## config.mk

```make
export PLATFORM = sky130hd
export DESIGN_NAME = uart_rx
export DESIGN_NICKNAME = d
export VERILOG_FILES = /design/src/rtl/uart_pkg.sv /design/src/rtl/uart_rx_sync.sv /design/src/rtl/uart_rx.sv
export SDC_FILE = /design/constraint.sdc
export NUM_CORES = 1
export LEC_CHECK = 0
export ABC_AREA = 1
export BUFFER_PORTS_ARGS = -buffer_cell sky130_fd_sc_hd__buf_2
export CORE_MARGIN = 2
export CORE_UTILIZATION = 45
export DETAILED_ROUTE_END_ITERATION = 8
export GPL_TIMING_DRIVEN = 0
export PLACE_DENSITY_LB_ADDON = 0.05
export SLEW_MARGIN = 20
export SYNTH_ARGS = -nofsm -noshare
export SYNTH_HDL_FRONTEND = slang
export SYNTH_SLANG_ARGS = --single-unit
```

## constraint.sdc

```tcl
create_clock -name clk -period 1.83 [get_ports clk]
set_clock_uncertainty 0.15 [all_clocks]
set_input_delay 0.0915 -clock clk [delete_from_list [all_inputs] [get_ports clk]]
set_output_delay 0.0915 -clock clk [all_outputs]
set_load 0.01 [all_outputs]
```

## src/rtl/uart_pkg.sv

```systemverilog
// Shared UART definitions: receiver state encoding, frame width and the
// clocks-per-bit calculation used by both uart_rx and uart_tx.
package uart_pkg;

   // Data bits per frame (LSB first on the wire)
   localparam int UART_DATA_BITS = 8;

   // Receiver FSM states. PARITY is only reachable in parity-enabled builds.
   typedef enum logic [2:0] {
      IDLE,
      START,
      DATA,
      PARITY,
      STOP,
      BREAK
   } uart_rx_state_t;

   // System clocks per serial bit (integer division, truncating)
   function automatic int clks_per_bit(input int clk_freq, input int baud_rate);
      return clk_freq / baud_rate;
   endfunction

endpackage

```

## src/rtl/uart_rx_sync.sv

```systemverilog
// Two-flop synchroniser for asynchronous inputs. Both stages reset to
// RST_VAL so an idle-high serial line does not look like a start bit
// while coming out of reset.
module uart_rx_sync #(
   parameter int               WIDTH   = 1,
   parameter logic [WIDTH-1:0] RST_VAL = '1
) (
   input  logic             clk,
   input  logic             rst,
   input  logic [WIDTH-1:0] d,
   output logic [WIDTH-1:0] q
);

   logic [WIDTH-1:0] meta;

   // First stage may go metastable; only the second stage is consumed
   always_ff @(posedge clk) begin
      if (rst) begin
         meta <= RST_VAL;
         q    <= RST_VAL;
      end else begin
         meta <= d;
         q    <= meta;
      end
   end

endmodule

```

## src/rtl/uart_rx.sv

```systemverilog
// UART receiver: 8N1 by default, 8E1 when UART_RX_PARITY_EN is defined.
// Synchronises rx_serial, validates the start bit at its midpoint, samples
// data/parity/stop bits one bit period apart, and emits one-cycle strobes
// for a good byte, a framing error or a parity error.
module uart_rx
   import uart_pkg::*;
#(
   parameter int CLK_FREQ  = 50_000_000,
   parameter int BAUD_RATE = 115200
) (
   input  logic                      clk,
   input  logic                      rst,
   input  logic                      rx_serial,
   output logic [UART_DATA_BITS-1:0] rx_data,
   output logic                      rx_valid,
   output logic                      rx_frame_err,
   output logic                      rx_parity_err,
   output logic                      rx_busy
);

   localparam int CPB = clks_per_bit(CLK_FREQ, BAUD_RATE);
   localparam int CW  = $clog2(CPB + 1);
   localparam int IW  = $clog2(UART_DATA_BITS);

   // Mid start bit and end of a full bit period, as counter values
   localparam logic [CW-1:0] HALF_M1 = CW'(CPB / 2 - 1);
   localparam logic [CW-1:0] FULL_M1 = CW'(CPB - 1);
   localparam logic [IW-1:0] LAST_IDX = IW'(UART_DATA_BITS - 1);

   logic                      rx_s;
   uart_rx_state_t            state_q, state_d;
   logic [CW-1:0]             cnt_q, cnt_d;
   logic [IW-1:0]             idx_q, idx_d;
   logic [UART_DATA_BITS-1:0] sh_q, sh_d;
   logic [UART_DATA_BITS-1:0] data_q, data_d;
   logic                      valid_d, ferr_d;
   logic                      bit_end;

`ifdef UART_RX_PARITY_EN
   logic                      perr_q, perr_d;
   logic                      pstb_d;
`endif

   uart_rx_sync #(
      .WIDTH   (1),
      .RST_VAL (1'b1)
   ) u_sync (
      .clk (clk),
      .rst (rst),
      .d   (rx_serial),
      .q   (rx_s)
   );

   assign bit_end = (cnt_q == FULL_M1);
   assign rx_data = data_q;
   assign rx_busy = (state_q != IDLE);

   // Next-state, bit timing, shift register and strobe generation
   always_comb begin
      state_d = state_q;
      cnt_d   = bit_end ? '0 : cnt_q + CW'(1);
      idx_d   = idx_q;
      sh_d    = sh_q;
      data_d  = data_q;
      valid_d = 1'b0;
      ferr_d  = 1'b0;
`ifdef UART_RX_PARITY_EN
      perr_d  = perr_q;
      pstb_d  = 1'b0;
`endif

      case (state_q)
         IDLE: begin
            cnt_d = '0;
            idx_d = '0;
`ifdef UART_RX_PARITY_EN
            perr_d = 1'b0;
`endif
            if (!rx_s) state_d = START;
         end

         // Re-check the line half a bit in; a high line was only a glitch
         START: begin
            if (cnt_q == HALF_M1) begin
               cnt_d   = '0;
               state_d = rx_s ? IDLE : DATA;
            end
         end

         // Counter wraps at each bit end, so every sample lands mid-bit
         DATA: begin
            if (bit_end) begin
               sh_d[idx_q] = rx_s;
               idx_d       = idx_q + IW'(1);
               if (idx_q == LAST_IDX) begin
                  idx_d = '0;
`ifdef UART_RX_PARITY_EN
                  state_d = PARITY;
`else
                  state_d = STOP;
`endif
               end
            end
         end

`ifdef UART_RX_PARITY_EN
         // Even parity: received bit must equal XOR of the data bits
         PARITY: begin
            if (bit_end) begin
               perr_d  = rx_s ^ (^sh_q);
               state_d = STOP;
            end
         end
`endif

         // Leaving at mid stop bit leaves half a bit to catch the next start
         STOP: begin
            if (bit_end) begin
               if (!rx_s) begin
                  ferr_d  = 1'b1;
                  state_d = BREAK;
               end
`ifdef UART_RX_PARITY_EN
               else if (perr_q) begin
                  pstb_d  = 1'b1;
                  state_d = IDLE;
               end
`endif
               else begin
                  valid_d = 1'b1;
                  data_d  = sh_q;
                  state_d = IDLE;
               end
            end
         end

         // Held-low line: one framing error only, wait for idle high
         BREAK: begin
            cnt_d = '0;
            if (rx_s) state_d = IDLE;
         end

         default: begin
            cnt_d   = '0;
            state_d = IDLE;
         end
      endcase
   end

   // State and output registers; reset abandons any frame in flight
   always_ff @(posedge clk) begin
      if (rst) begin
         state_q      <= IDLE;
         cnt_q        <= '0;
         idx_q        <= '0;
         sh_q         <= '0;
         data_q       <= '0;
         rx_valid     <= 1'b0;
         rx_frame_err <= 1'b0;
      end else begin
         state_q      <= state_d;
         cnt_q        <= cnt_d;
         idx_q        <= idx_d;
         sh_q         <= sh_d;
         data_q       <= data_d;
         rx_valid     <= valid_d;
         rx_frame_err <= ferr_d;
      end
   end

`ifdef UART_RX_PARITY_EN
   // Parity mismatch flag and its strobe
   always_ff @(posedge clk) begin
      if (rst) begin
         perr_q        <= 1'b0;
         rx_parity_err <= 1'b0;
      end else begin
         perr_q        <= perr_d;
         rx_parity_err <= pstb_d;
      end
   end
`else
   assign rx_parity_err = 1'b0;
`endif

endmodule

```

==> metrics.md <==
| Metric | Value |
|---|---|
| Multi-input gate area | roughly 850 sq um |
| Number of synthesis warnings | 0 |
| Nets@finish | about 250 |
| Num Clock Sinks | 35 |
| Placed insts | between 200 and 300 |
| First-pass DRT Iterations | 4 |
| Peak supply drop | a little over 0.9 mV |
| Wire per inst | 10.7 microns |
| Syn nets | 230 |
| Commonest non-fill, non-tap cell in the layout | nor2_1 |
| Yosys top cell by area | dfxtp_1 |
| DR iter-0 viols | 30 |
| Placed instance area | roughly 1800 sq um |
| Fmax | approximately 0.60 GHz |
| Max Slew Vio Count | 0 |
| Fin cells | about 300 |
| Reg2Reg Depth | 8 |
| CTS tree | yes |
| Fraction of layout cells with a size suffix above 1 | ~16% |
| RSZ-0062 raised after global routing | no |
| Post-CTS setup buffer count | 0 |
| Top Metal Used | met4 |
| Clock latency on the worst-skew pair | ~0.34 ns |
| # IOs | 15 |
| Gate Count Post-Synth | 222 |
| First-pass GRT wire length | 5700 microns |
| Critical path type | reg -> reg |
| Met3 WL post-DR | 113 microns |
| Critical Path Sink | rx_data[2] |
| Startpoint Class | flip-flop |
| Final worst path period share | 90.5% |
| Synthesized flop and latch total | 35 |
| Die H | 64.5 microns |
| Util after Layout | a little over half |
| Post-synth top area share | between 40% and 50% |
| Met2 WL post-DR | 1350 microns |
| Setup-failing EPs final | 0 |
| Reg2Reg Setup Slack | 0.17 ns |
| Yosys cell types | 30 |
| Final GP Congestion | between 0.7 and 0.8 |
| Final HPWL DP | between 2000 and 2500 microns |
| Total CTS buffers | 5 |
| Synth Area per Inst | 7.42 sq um |
| WP buf/inv | 1 |
| DRC | 0 |
| Final Cell Area | ~1900 sq um |
| Outcome | finished clean |
| CTS Buffer Depth | 2 |
| Number of global-route vias before repair | between 1000 and 1500 |
| Reg area | 702 sq um |
| Origin of the worst setup path | cnt_q[1] |
| Slowest stage delay, CP | between 0.3 and 0.4 ns |
| Synthesized area | approximately 1600 sq um |
| Sum of negative setup slack | 0 ns |
| Antenna violations before repair | 0 |
| Die Footprint | a little over 4000 sq um |
| Setup crit end kind | flip-flop |
| CP Data Required Time | a little under 2 ns |
| Worst R2R Start | cnt_q[1] |
| Worst-path clk slew | roughly 0.11 ns |
| ANT cells | 0 |
| # rows | 21 |
| Commonest non-fill, non-tap cells in the layout | nor2_1 (50), nand2_1 (44), dfxtp_1 (34) |
| Maximum number of pins on one net before global-route repair | 12 |
| Fin crit period | around 1.7 ns |
| Hold slack | around 0.28 ns |
| Delay-heaviest family, CP | simple AND/OR/NAND/NOR gates |
| Worst-path cell chain | inv_1, ha_1, nand2_1, nor2_2, nand2_4, nor3_4, o21ai_0, nor2_1 |
| Critical R2R Capture | rx_data[2] |
| CTS root buf | clkbuf_4 |
| Total global routing overflow | 0 |
| Seq/Total Area, Yosys | 42.6% |
| Leakage power | between 0.8 and 0.9 nW |
| DR vias | approximately 1400 |
| Core area | 3420 sq um |
| Starting Density | between 40 and 50% |
| PD cells | around 1000 nW/um^2 |
| Ranking of synthesized cells by area | dfxtp_1 (43%), nor2_1 (11%), nand2_1 (10%) |
| GRT Total Usage | around 18% |
| Buffers on Ports | 13 |
| Via-to-Cell Ratio | 4.79 |
| CP Max Fanout | 8 |
| Area delta synth->final | 13.1% |
| Crit path arrival time | around 1.8 ns |
| Fill count | about 360 |
| Max Cap Viol | 0 |
| CP max-delay cell | dfxtp_1 |
| Post-Route M1 WL | between 1500 and 2000 microns |
| Critical path depth in cells | 8 |
| # H-tree levels | 2 |
| DRT Wirelength | approximately 3100 microns |
| Worst hold stages | 1 |
| Die width | ~64 microns |
| Endpoints failing hold | 0 |
| Hold Crit Class | reg -> reg |
| Antenna Violating Nets Remaining | 0 |
-- cell usage after synthesis --
master / instances
clkbuf_1: 2
ha_1: 5
nand3_4: 1
or2_2: 3
dfxtp_1: 35
xor2_1: 5
o21ai_1: 5
buf_4: 1
conb_1: 1
inv_1: 15
buf_8: 1
nand3_2: 2
buf_2: 1
nor2_1: 50
nor3_1: 3
nand4_1: 2
inv_2: 2
nor4_1: 1
nand3_1: 16
nand2_4: 1
nand2_2: 3
o21ai_0: 5
xnor2_1: 2
nor3_4: 1
nand3b_1: 1
nand2_1: 44
nor2_2: 1
nor2_4: 1
nor2_8: 1
a21oi_1: 11
-- area by class of cell --
| cell class | instances | area share (%) |
|---|---|---|
| clock buffer | 6 | 2.22 |
| multi-input combinational | 165 | 45.9 |
| clock inverter | 2 | 0.672 |
| inverter | 17 | 3.43 |
| sequential | 35 | 37.7 |
| buffer | 5 | 1.88 |
| tap | 46 | 3.09 |
| timing repair buffer | 16 | 5.11 |
-- per-stage QoR --
step                power [mW]  worst slack (ns)
floorplan                 1.32             0.332
global placement          1.44             0.144
detailed placement        1.45             0.145
CTS                       1.87             0.141
global route              1.99           0.00800
finish                    1.86             0.174
-- what timing repair did --
item                                    CTS  global route
hold endpoints to repair                  6             0
hold buffers                              3             0
resized for setup                         0             3
endpoints found under the setup margin    0             3
-- cell families (layout without fill, tap and decap cells) --
group,Yosys count,after routing,synth area share [%]
flip-flops,35,35,42.6
XOR/XNOR,7,7,3.72
AND/OR/NAND/NOR,131,131,37.3
buffers and inverters,22,46,6.00
adder cells (fa/ha/maj),5,5,3.80
other,1,1,0.228
AO/OA/AOI/OAI,21,21,6.38
-- sequential cells by signal, summed over array words and instances, names as in the netlist --
name / cells
u_sync.meta: 1
rx_data: 8
rx_frame_err: 1
rx_valid: 1
state_q: 3
cnt_q: 9
idx_q: 3
sh_q: 8
u_sync.q: 1
-- worst register-to-register path, cell delays in order (launching register included) --
cell and delay, ns:
dfxtp_1 0.34, inv_1 0.07, ha_1 0.13, nand2_1 0.06, nor2_2 0.17, nand2_4 0.12
nor3_4 0.33, o21ai_0 0.12, nor2_1 0.11
-- worst min path at each step --
stage	from	end	slack, ns
final	u_sync.meta	u_sync.q	0.28
after global routing	u_sync.meta	u_sync.q	0.29
after CTS	u_sync.meta	u_sync.q	0.28
after detailed placement	rx_serial	u_sync.meta	0.13
after global placement	rx_serial	u_sync.meta	0.13
after floorplan	rst	idx_q[2]	0.01
-- metal layers --
metal | up-vias | track usage [%]
met4 | 0 | 5.59
met3 | 5 | 5.90
met2 | 23 | 27.1
li1 | 752 | -
met5 | - | 0
met1 | 618 | 23.8
-- where the power goes --
group          internal, mW  total (mW)  switching [mW]
clock                 0.148       0.421           0.273
sequential            0.807       0.858          0.0508
combinational         0.180       0.578           0.398
total                  1.13        1.86           0.721
(Power assumes the default switching activity.)
